## config.mk

```make
export PLATFORM = sky130hd
export DESIGN_NAME = vga_timing_gen_flat
export DESIGN_NICKNAME = d
export VERILOG_FILES = /design/src/rtl/vga_timing_gen_if.sv /design/src/rtl/vga_timing_gen.sv /design/src/flat_wrapper.sv
export SDC_FILE = /design/constraint.sdc
export NUM_CORES = 1
export LEC_CHECK = 0
export CORE_ASPECT_RATIO = 0.9
export CORE_MARGIN = 1
export CORE_UTILIZATION = 40
export DETAILED_ROUTE_END_ITERATION = 8
export PLACE_DENSITY = 0.65
export SETUP_SLACK_MARGIN = 0.02
export SYNTH_ARGS = -nofsm -noshare
export SYNTH_HDL_FRONTEND = slang
export SYNTH_SLANG_ARGS = --single-unit
```

## constraint.sdc

```tcl
create_clock -name pixel_clock -period 3.2 [get_ports pixel_clock]
set_input_delay 0.64 -clock pixel_clock [delete_from_list [all_inputs] [get_ports pixel_clock]]
set_output_delay 0.64 -clock pixel_clock [all_outputs]
set_load 0.01 [all_outputs]
```

## src/rtl/vga_timing_gen_if.sv

```systemverilog
// Raster timing bundle from vga_timing_gen to the VGA output stage and renderer.
//   hcount      : current pixel column
//   vcount      : current line
//   hsync/vsync : sync pulses, polarity set by the generator's SYNC_ACTIVE
//   blank       : 1 outside the visible region
//   line_start  : one-cycle pulse at hcount==0
//   frame_start : one-cycle pulse at hcount==0 and vcount==0
// master = timing generator, slave = consumer.
interface vga_timing_gen_if;
  logic [10:0] hcount;
  logic [9:0]  vcount;
  logic        hsync;
  logic        vsync;
  logic        blank;
  logic        line_start;
  logic        frame_start;

  modport master (
    output hcount, vcount, hsync, vsync, blank, line_start, frame_start
  );

  modport slave (
    input hcount, vcount, hsync, vsync, blank, line_start, frame_start
  );
endinterface

```

## src/rtl/vga_timing_gen.sv

```systemverilog
// VGA raster timing generator (default 640x480 @ 72 Hz, 31.5 MHz pixel clock).
// Ports:
//   pixel_clock : the only clock
//   reset       : synchronous, active-high
//   vga         : vga_timing_gen_if.master carrying counters, syncs, blank and
//                 the line/frame start pulses
// All outputs are registered and decoded from the next-state counter values,
// so every output describes the counter values shown in the same cycle.
// Optional feature macro: VGA_TIMING_SYNC_DELAY_EN -- when defined, hsync,
// vsync and blank pass through SYNC_DELAY extra register stages so they line
// up with a renderer whose pixel output lags hcount/vcount by that amount.
module vga_timing_gen #(
  parameter int unsigned H_ACTIVE    = 640,
  parameter int unsigned H_FP        = 24,
  parameter int unsigned H_SYNC      = 40,
  parameter int unsigned H_BP        = 128,
  parameter int unsigned V_ACTIVE    = 480,
  parameter int unsigned V_FP        = 9,
  parameter int unsigned V_SYNC      = 3,
  parameter int unsigned V_BP        = 28,
  parameter int unsigned SYNC_ACTIVE = 0,
  parameter int unsigned SYNC_DELAY  = 2
) (
  input  logic              pixel_clock,
  input  logic              reset,
  vga_timing_gen_if.master  vga
);

  localparam int unsigned HW       = 11;
  localparam int unsigned VW       = 10;
  localparam int unsigned H_TOTAL  = H_ACTIVE + H_FP + H_SYNC + H_BP;
  localparam int unsigned V_TOTAL  = V_ACTIVE + V_FP + V_SYNC + V_BP;
  localparam int unsigned HS_START = H_ACTIVE + H_FP;
  localparam int unsigned HS_END   = HS_START + H_SYNC;
  localparam int unsigned VS_START = V_ACTIVE + V_FP;
  localparam int unsigned VS_END   = VS_START + V_SYNC;
  localparam logic        SYNC_ON  = 1'(SYNC_ACTIVE);
  localparam logic        SYNC_OFF = ~SYNC_ON;

  // Elaboration-time guard: counters are 11/10 bits wide.
  if (H_TOTAL > 2048 || V_TOTAL > 1024 || SYNC_DELAY > 1024) begin : g_bad_params
    $error("vga_timing_gen: timing parameters out of range");
  end

  logic [HW-1:0] hcount_q, hcount_nxt;
  logic [VW-1:0] vcount_q, vcount_nxt;
  logic          hsync_q, hsync_nxt;
  logic          vsync_q, vsync_nxt;
  logic          blank_q, blank_nxt;
  logic          line_start_q, line_start_nxt;
  logic          frame_start_q, frame_start_nxt;

  // Next counter position and its decode.
  always_comb begin
    hcount_nxt = hcount_q + HW'(1);
    vcount_nxt = vcount_q;
    if (hcount_q == HW'(H_TOTAL - 1)) begin
      hcount_nxt = '0;
      vcount_nxt = (vcount_q == VW'(V_TOTAL - 1)) ? '0 : vcount_q + VW'(1);
    end

    hsync_nxt = ((hcount_nxt >= HW'(HS_START)) && (hcount_nxt < HW'(HS_END)))
                ? SYNC_ON : SYNC_OFF;
    vsync_nxt = ((vcount_nxt >= VW'(VS_START)) && (vcount_nxt < VW'(VS_END)))
                ? SYNC_ON : SYNC_OFF;
    blank_nxt       = (hcount_nxt >= HW'(H_ACTIVE)) || (vcount_nxt >= VW'(V_ACTIVE));
    line_start_nxt  = (hcount_nxt == '0);
    frame_start_nxt = (hcount_nxt == '0) && (vcount_nxt == '0);
  end

  // Counter and decode registers; reset state is the decode of (0,0).
  always_ff @(posedge pixel_clock) begin
    if (reset) begin
      hcount_q      <= '0;
      vcount_q      <= '0;
      hsync_q       <= SYNC_OFF;
      vsync_q       <= SYNC_OFF;
      blank_q       <= 1'b0;
      line_start_q  <= 1'b1;
      frame_start_q <= 1'b1;
    end else begin
      hcount_q      <= hcount_nxt;
      vcount_q      <= vcount_nxt;
      hsync_q       <= hsync_nxt;
      vsync_q       <= vsync_nxt;
      blank_q       <= blank_nxt;
      line_start_q  <= line_start_nxt;
      frame_start_q <= frame_start_nxt;
    end
  end

  assign vga.hcount      = hcount_q;
  assign vga.vcount      = vcount_q;
  assign vga.line_start  = line_start_q;
  assign vga.frame_start = frame_start_q;

`ifdef VGA_TIMING_SYNC_DELAY_EN
  // Delay line for sync/blank; bit 0 is the first stage, MSB drives the output.
  logic [SYNC_DELAY-1:0] hsync_dly;
  logic [SYNC_DELAY-1:0] vsync_dly;
  logic [SYNC_DELAY-1:0] blank_dly;

  always_ff @(posedge pixel_clock) begin
    if (reset) begin
      hsync_dly <= {SYNC_DELAY{SYNC_OFF}};
      vsync_dly <= {SYNC_DELAY{SYNC_OFF}};
      blank_dly <= {SYNC_DELAY{1'b1}};
    end else begin
      hsync_dly <= (hsync_dly << 1) | SYNC_DELAY'(hsync_q);
      vsync_dly <= (vsync_dly << 1) | SYNC_DELAY'(vsync_q);
      blank_dly <= (blank_dly << 1) | SYNC_DELAY'(blank_q);
    end
  end

  assign vga.hsync = hsync_dly[SYNC_DELAY-1];
  assign vga.vsync = vsync_dly[SYNC_DELAY-1];
  assign vga.blank = blank_dly[SYNC_DELAY-1];
`else
  assign vga.hsync = hsync_q;
  assign vga.vsync = vsync_q;
  assign vga.blank = blank_q;
`endif

endmodule
```

## src/flat_wrapper.sv

```systemverilog
// flat-port wrapper written by rule: the top's interface ports become plain ports
module vga_timing_gen_flat 
#(
  parameter int unsigned H_ACTIVE    = 640,
  parameter int unsigned H_FP        = 24,
  parameter int unsigned H_SYNC      = 40,
  parameter int unsigned H_BP        = 128,
  parameter int unsigned V_ACTIVE    = 480,
  parameter int unsigned V_FP        = 9,
  parameter int unsigned V_SYNC      = 3,
  parameter int unsigned V_BP        = 28,
  parameter int unsigned SYNC_ACTIVE = 0,
  parameter int unsigned SYNC_DELAY  = 2
)
  (pixel_clock, reset, vga_hcount, vga_vcount, vga_hsync, vga_vsync, vga_blank, vga_line_start, vga_frame_start);
  vga_timing_gen_if vga_i ();
  input  logic pixel_clock;
  input  logic reset;
  output wire logic [$bits(vga_i.hcount)-1:0] vga_hcount;
  output wire logic [$bits(vga_i.vcount)-1:0] vga_vcount;
  output wire logic [$bits(vga_i.hsync)-1:0] vga_hsync;
  output wire logic [$bits(vga_i.vsync)-1:0] vga_vsync;
  output wire logic [$bits(vga_i.blank)-1:0] vga_blank;
  output wire logic [$bits(vga_i.line_start)-1:0] vga_line_start;
  output wire logic [$bits(vga_i.frame_start)-1:0] vga_frame_start;
  assign vga_hcount = vga_i.hcount;
  assign vga_vcount = vga_i.vcount;
  assign vga_hsync = vga_i.hsync;
  assign vga_vsync = vga_i.vsync;
  assign vga_blank = vga_i.blank;
  assign vga_line_start = vga_i.line_start;
  assign vga_frame_start = vga_i.frame_start;
  vga_timing_gen #(.H_ACTIVE(H_ACTIVE), .H_FP(H_FP), .H_SYNC(H_SYNC), .H_BP(H_BP), .V_ACTIVE(V_ACTIVE), .V_FP(V_FP), .V_SYNC(V_SYNC), .V_BP(V_BP), .SYNC_ACTIVE(SYNC_ACTIVE), .SYNC_DELAY(SYNC_DELAY)) u_core (.pixel_clock(pixel_clock), .reset(reset), .vga(vga_i));
endmodule
```

==> flow_summary_export.csv, run 1 <==
group,metric,value,unit
sta,hold_ws,513,ps
layout,syn2layout_area_growth,21.0,%
synthesis,yosysSeqAreaShare,0.351,
clock_network,clkTransAtPathRegs,100,ps
worst_setup_path,arrival,2700,ps
synthesis,syn_nets,188,
clock_network,cts_tree,"yes",
floorplanning,core_area,3450,sq um
synthesis,synth_top_area_frac,0.351,
grt,grt-ovfl-total,0,
job,maxCapViolations,0,
routing,first_pass_iters,4,
sta,min_period,2530,ps
layout,finalNetCount,204,
clock_network,clk_path_buf_depth,2,
place,gp_congestion,0.788,
grt,grt_max_degree,25,
clock_network,holdBufCountCts,0,
sta,slew_headroom,0.368,
synthesis,yosysTopAreaCell,"dfxtp_1",
worst_setup_path,start_kind,"register",
floorplanning,rows,20,
sta,setup_violations,0,
synthesis,synth_area,1480,sq um
routing,wirelength,3510,um
sta,worst_pin_slew,946,ps
sta,fin_crit_sh,0.792,
power_and_ir_drop,ir_drop,255,uV
synthesis,synth_area_leaders,"dfxtp_1 35%, nand2_1 4.3%, xor2_1 4.1%",
layout,final_util,0.520,
sta,finalSetupTns,0,ps
layout,fillers,336,
synthesis,synth_cells,184,
routing,vias_per_cell,5.67,
clock_network,cts-root-buf,"clkbuf_8",
sta,slew_viol_final,0,
clock_network,htreeDepth,1,
sta,max_freq,395,MHz
layout,drive_above_1_share,0.0402,
clock_network,cts_setup_buffers,0,
layout,diodes,0,
floorplanning,io_pins,28,
clock_network,insertion_delay,280,ps
grt,grt_pass1_wl,5690,um
synthesis,syn-mean-instance-area,8.06,sq um
routing,ant_nets,0,
min_path,hp-class,"register to register",
floorplanning,die_x,66.2,um
sta,finalHoldViolCount,0,
grt,grt_pass1_vias,1179,
worst_setup_path,path_class,"register to register",
sta,skew,8.85,ps
sta,rsz0062_at_grt,"no",
outcome,status,"completed",
routing,wl_per_cell,14.4,um
synthesis,yosysUniqueCellTypes,47,
routing,vias,1378,
clock_network,cts_sinks,26,
grt,antenna_found_initial,0,
clock_network,cts_buffers,3,
grt,grtUsageTotal,0.194,
synthesis,yosys_register_bits,26,
power_and_ir_drop,powerDensity,355,nW/um^2
routing,drtIter0Drc,109,
routing,drcViolationCount,0,
worst_setup_path,cp-end-kind,"register",
worst_setup_path,critPathRequiredTime,3370,ps
floorplanning,initial_utilization,0.429,
power_and_ir_drop,leakage,0.604,nW
synthesis,yosysWarningCount,0,
floorplanning,die_h,59.8,um
place,portBuffers,27,
clock_network,cts_resized,0,
floorplanning,die-area,3950,sq um
worst_setup_path,cp_max_fo,15,
place,dpl.hpwl,2420,um
cell usage after synthesis, drive strengths merged:
library cell / n
nand3b: 1
a211oi: 2
a21oi: 11
a2111o: 1
o21ba: 1
o22ai: 2
xnor2: 6
nor4: 3
buf: 8
o211ai: 1
and4bb: 1
inv: 3
o31ai: 1
nor2: 14
and4: 3
a211o: 1
a21boi: 1
a21o: 1
nand4bb: 1
nand3: 7
xor2: 7
ha: 2
nor2b: 4
dfxtp: 26
o21ai: 7
a41oi: 1
a31oi: 3
nand4b: 1
nor3: 8
o31a: 1
nor4b: 1
and2: 4
a2bb2oi: 1
nand4: 8
or4: 1
o21a: 2
a41o: 1
o2bb2ai: 1
clkbuf: 9
or2: 1
or3: 3
and3: 6
nand2: 17
cells by family after synthesis:
logic type | Yosys count | synth area share
adders and majority gates | 2 | 0.0169
and+or+nand+nor | 84 | 0.310
AOI/OAI and AO/OA | 39 | 0.176
xor gates and xnor gates | 13 | 0.0768
DFF | 26 | 0.351
buffers and inverters | 20 | 0.0700
sequential cells by signal, indices dropped and copies added, names as in the netlist:
name                    flops
u_core.vga.hsync            1
u_core.vga.frame_start      1
u_core.vga.line_start       1
u_core.vga.blank            1
u_core.vga.vsync            1
u_core.vga.vcount          10
u_core.vga.hcount          11
critical path, cell delays in order, from the launching register on:
cell       delay (ps)
dfxtp_1           410
ha_1              220
and2_1            280
and4_1            610
nand4_1           200
xnor2_1           270
nand4b_1          190
nand4bb_1         230
layout by cell type, fill, tap and decap left out, drive strengths merged, types with 4 or more instances in the layout:
cell type,count
nand3,7
o21ai,7
and2,4
nor2,14
nand2,17
nand4,8
xor2,7
dfxtp,26
nor3,8
xnor2,6
and3,6
a21oi,11
nor2b,4
clkdlybuf4s50,27
final timing paths:
path,startpoint,endpoint,slack [ps],cells after the start
hold / removal,u_core.vga.vcount[1],u_core.vga.vcount[1],510,2
setup / recovery,u_core.vga.hcount[0],u_core.vga.vsync,670,7
hold reg to reg,u_core.vga.vcount[1],u_core.vga.vcount[1],510,2
setup reg to reg,u_core.vga.hcount[0],u_core.vga.vsync,670,7
layout make-up:
class / count / area (sq um) / area share
inverters: 3 / 11.3 / 0.00628
clock buffers: 3 / 41.3 / 0.0230
flip-flops and latches: 26 / 520 / 0.290
clock inverters: 1 / 30.0 / 0.0167
multi-input cells: 138 / 858 / 0.478
repair buffers: 28 / 278 / 0.155
well taps: 44 / 55.1 / 0.0307
routing by layer:
metal,track usage,part of all wire
met1,0.261,0.49
met2,0.302,0.45
met3,0.0496,0.042
met4,0.0638,0.012
met5,0,0
where the power goes:
group / switching, W / internal [W] / total [W] / leakage (nW)
registers: 0.00000411 / 0.000328 / 0.000332 / 0.211
logic: 0.0000120 / 0.0000132 / 0.0000252 / 0.357
clock network: 0.000111 / 0.000168 / 0.000279 / 0.0357
total: 0.000127 / 0.000509 / 0.000636 / 0.604
through the flow:
| step | total power, W | cell area, sq um | setup WS [ps] | instances |
|---|---|---|---|---|
| after CTS | 0.000644 | 1790 | 687 | 243 |
| after global placement | 0.000365 | 1720 | 963 | 239 |
| after global routing | 0.000660 | 1790 | 470 | 243 |
| after floorplan | 0.000352 | 1480 | 1190 | 184 |
| after detailed placement | 0.000365 | 1720 | 737 | 239 |
| final | 0.000636 | 1790 | 666 | 243 |
(Power assumes the default switching activity.)
==> run 2: changes to the inputs <==
PLACE_DENSITY = 0.67   (was 0.65)
clock period = 2.14 ns   (was 3.2 ns; I/O delays follow)
==> flow_summary_export.csv, run 2 (synthesized netlist as in run 1, its figures left out) <==
group,metric,value,unit
grt,grt_pass1_wl,6050,um
outcome,status,"completed",
worst_setup_path,timing.rr.end,"u_core.vga.frame_start",
power_and_ir_drop,ir_drop,332,uV
floorplanning,rows,20,
clock_network,clk_path_buf_depth,2,
worst_setup_path,arrival,2150,ps
grt,grt-ovfl-total,0,
routing,vias_per_cell,5.68,
job,maxCapViolations,0,
grt,antenna_found_initial,0,
grt,grt_max_degree,25,
worst_setup_path,start_kind,"register",
worst_setup_path,setup.worst_path.end,"u_core.vga.frame_start",
worst_setup_path,cp_max_fo,6,
routing,ant_nets,0,
power_and_ir_drop,leakage,0.692,nW
floorplanning,io_pins,28,
floorplanning,initial_utilization,0.429,
sta,slew_headroom,0.769,
sta,slew_viol_final,0,
layout,final_common_cell,"clkdlybuf4s50_1",
clock_network,htreeDepth,1,
worst_setup_path,path_class,"register to register",
sta,finalSetupTns,0,ps
layout,largest_reg_flops,11,
worst_setup_path,timing.critical_path.cells,"ha_2 -> and2_1 -> nand2_1 -> or3_1 -> a21oi_1 -> nor2_1 -> a41o_1",
layout,layout_common_cells,"27 x clkdlybuf4s50_1, 25 x dfxtp_1, 19 x buf_4, 17 x nand2_1, 14 x nor2_1",
worst_setup_path,crit_buf_inv,0,
worst_setup_path,slowest_delay,430,ps
worst_setup_path,critPathRequiredTime,2310,ps
place,dpl.hpwl,2730,um
floorplanning,die_x,66.2,um
clock_network,cts_buffers,3,
layout,final_util,0.554,
routing,vias,1478,
sta,rsz0062_at_grt,"no",
grt,grtUsageTotal,0.201,
floorplanning,die_h,59.8,um
sta,skew,2.38,ps
sta,fin_crit_sh,0.926,
sta,hold_ws,470,ps
clock_network,cts_sinks,26,
routing,wl_per_cell,14.3,um
floorplanning,die-area,3950,sq um
sta,setup_violations,0,
worst_setup_path,rrSetupSlack,160,ps
worst_setup_path,r2r_start,"u_core.vga.hcount[1]",
sta,min_period,1980,ps
clock_network,cts_tree,"yes",
routing,first_pass_iters,4,
grt,grt_util_met1,0.266,
worst_setup_path,crit_start,"u_core.vga.hcount[1]",
sta,finalHoldViolCount,0,
place,gp_congestion,0.862,
grt,grt_pass1_vias,1361,
worst_setup_path,crit_slowest_cell,"or3_1",
worst_setup_path,cp-end-kind,"register",
routing,drcViolationCount,0,
worst_setup_path,cpLargestDelayFamily,"simple AND/OR/NAND/NOR gates",
worst_setup_path,cp.depth,7,
layout,drive_above_1_share,0.134,
clock_network,holdBufCountCts,0,
place,portBuffers,27,
clock_network,insertion_delay,270,ps
grt,busiest_layer,"met2",
power_and_ir_drop,powerDensity,425,nW/um^2
floorplanning,core_area,3450,sq um
routing,wirelength,3720,um
routing,drtIter0Drc,53,
clock_network,cts-root-buf,"clkbuf_8",
min_path,hp-class,"register to register",
layout,syn2layout_area_growth,29.0,%
sta,max_freq,505,MHz
worst_setup_path,rr_worst_depth,7,
layout,finalNetCount,222,
layout,diodes,0,
clock_network,clkTransAtPathRegs,90,ps
grt,grt_use_met2,0.324,
grt,met3_usage,0.0458,
sta,worst_pin_slew,343,ps
## run 2: cell types whose count changed in the layout (fill, tap and decap cells not counted), sizes merged
cell | before | now
buf | 1 | 19
bufinv | 1 | 0
## run 2: worst min path at each step
stage                         start                    to  slack [ps]  cells past startpoint
3_5_place_dp   u_core.vga.hcount[0]  u_core.vga.hcount[0]         520                      1
3_3_place_gp   u_core.vga.hcount[0]  u_core.vga.hcount[0]         480                      1
2_1_floorplan                 reset  u_core.vga.vcount[3]         500                      1
5_1_grt        u_core.vga.hcount[0]  u_core.vga.hcount[0]         500                      1
6_report       u_core.vga.hcount[0]  u_core.vga.hcount[0]         470                      1
4_1_cts        u_core.vga.hcount[0]  u_core.vga.hcount[0]         530                      1
## run 2: worst reg2reg max path, stage by stage (launching register included)
cell	delay [ps]
dfxtp_1	400
ha_2	230
and2_1	190
nand2_1	170
or3_1	430
a21oi_1	160
nor2_1	80
a41o_1	220
## run 2: cell type report
type,count,area [sq um]
flip-flops and latches,26,522
well taps,44,55.1
inverters,3,11.3
clock buffers,3,41.3
fillers,329,1540
repair buffers,46,413
multi-input cells,138,871
## run 2: through the flow
step,area (sq um),instances,worst slack (ps),total power (W)
2_1_floorplan,1480,184,129,0.000526
3_3_place_gp,1850,256,148,0.000547
3_5_place_dp,1850,256,73.4,0.000549
4_1_cts,1890,259,45.0,0.000826
5_1_grt,1910,260,46.5,0.000854
6_report,1910,260,158,0.000814
## run 2: power breakdown
| part | internal (W) | switching (W) |
|---|---|---|
| clock network | 0.000126 | 0.000149 |
| logic | 0.0000219 | 0.0000189 |
| registers | 0.000491 | 0.00000653 |
| total | 0.000639 | 0.000175 |
## run 2: timing repair
action,in CTS,in global routing
gates resized for setup,0,5
endpoints found under the setup margin,0,4
buffers inserted,0,1
## run 2: layer usage
metal	wire length, um	vias to the layer above
li1	-	730
met1	1830	700
met2	1670	44
met3	178	4
met4	34	0
met5	0	-
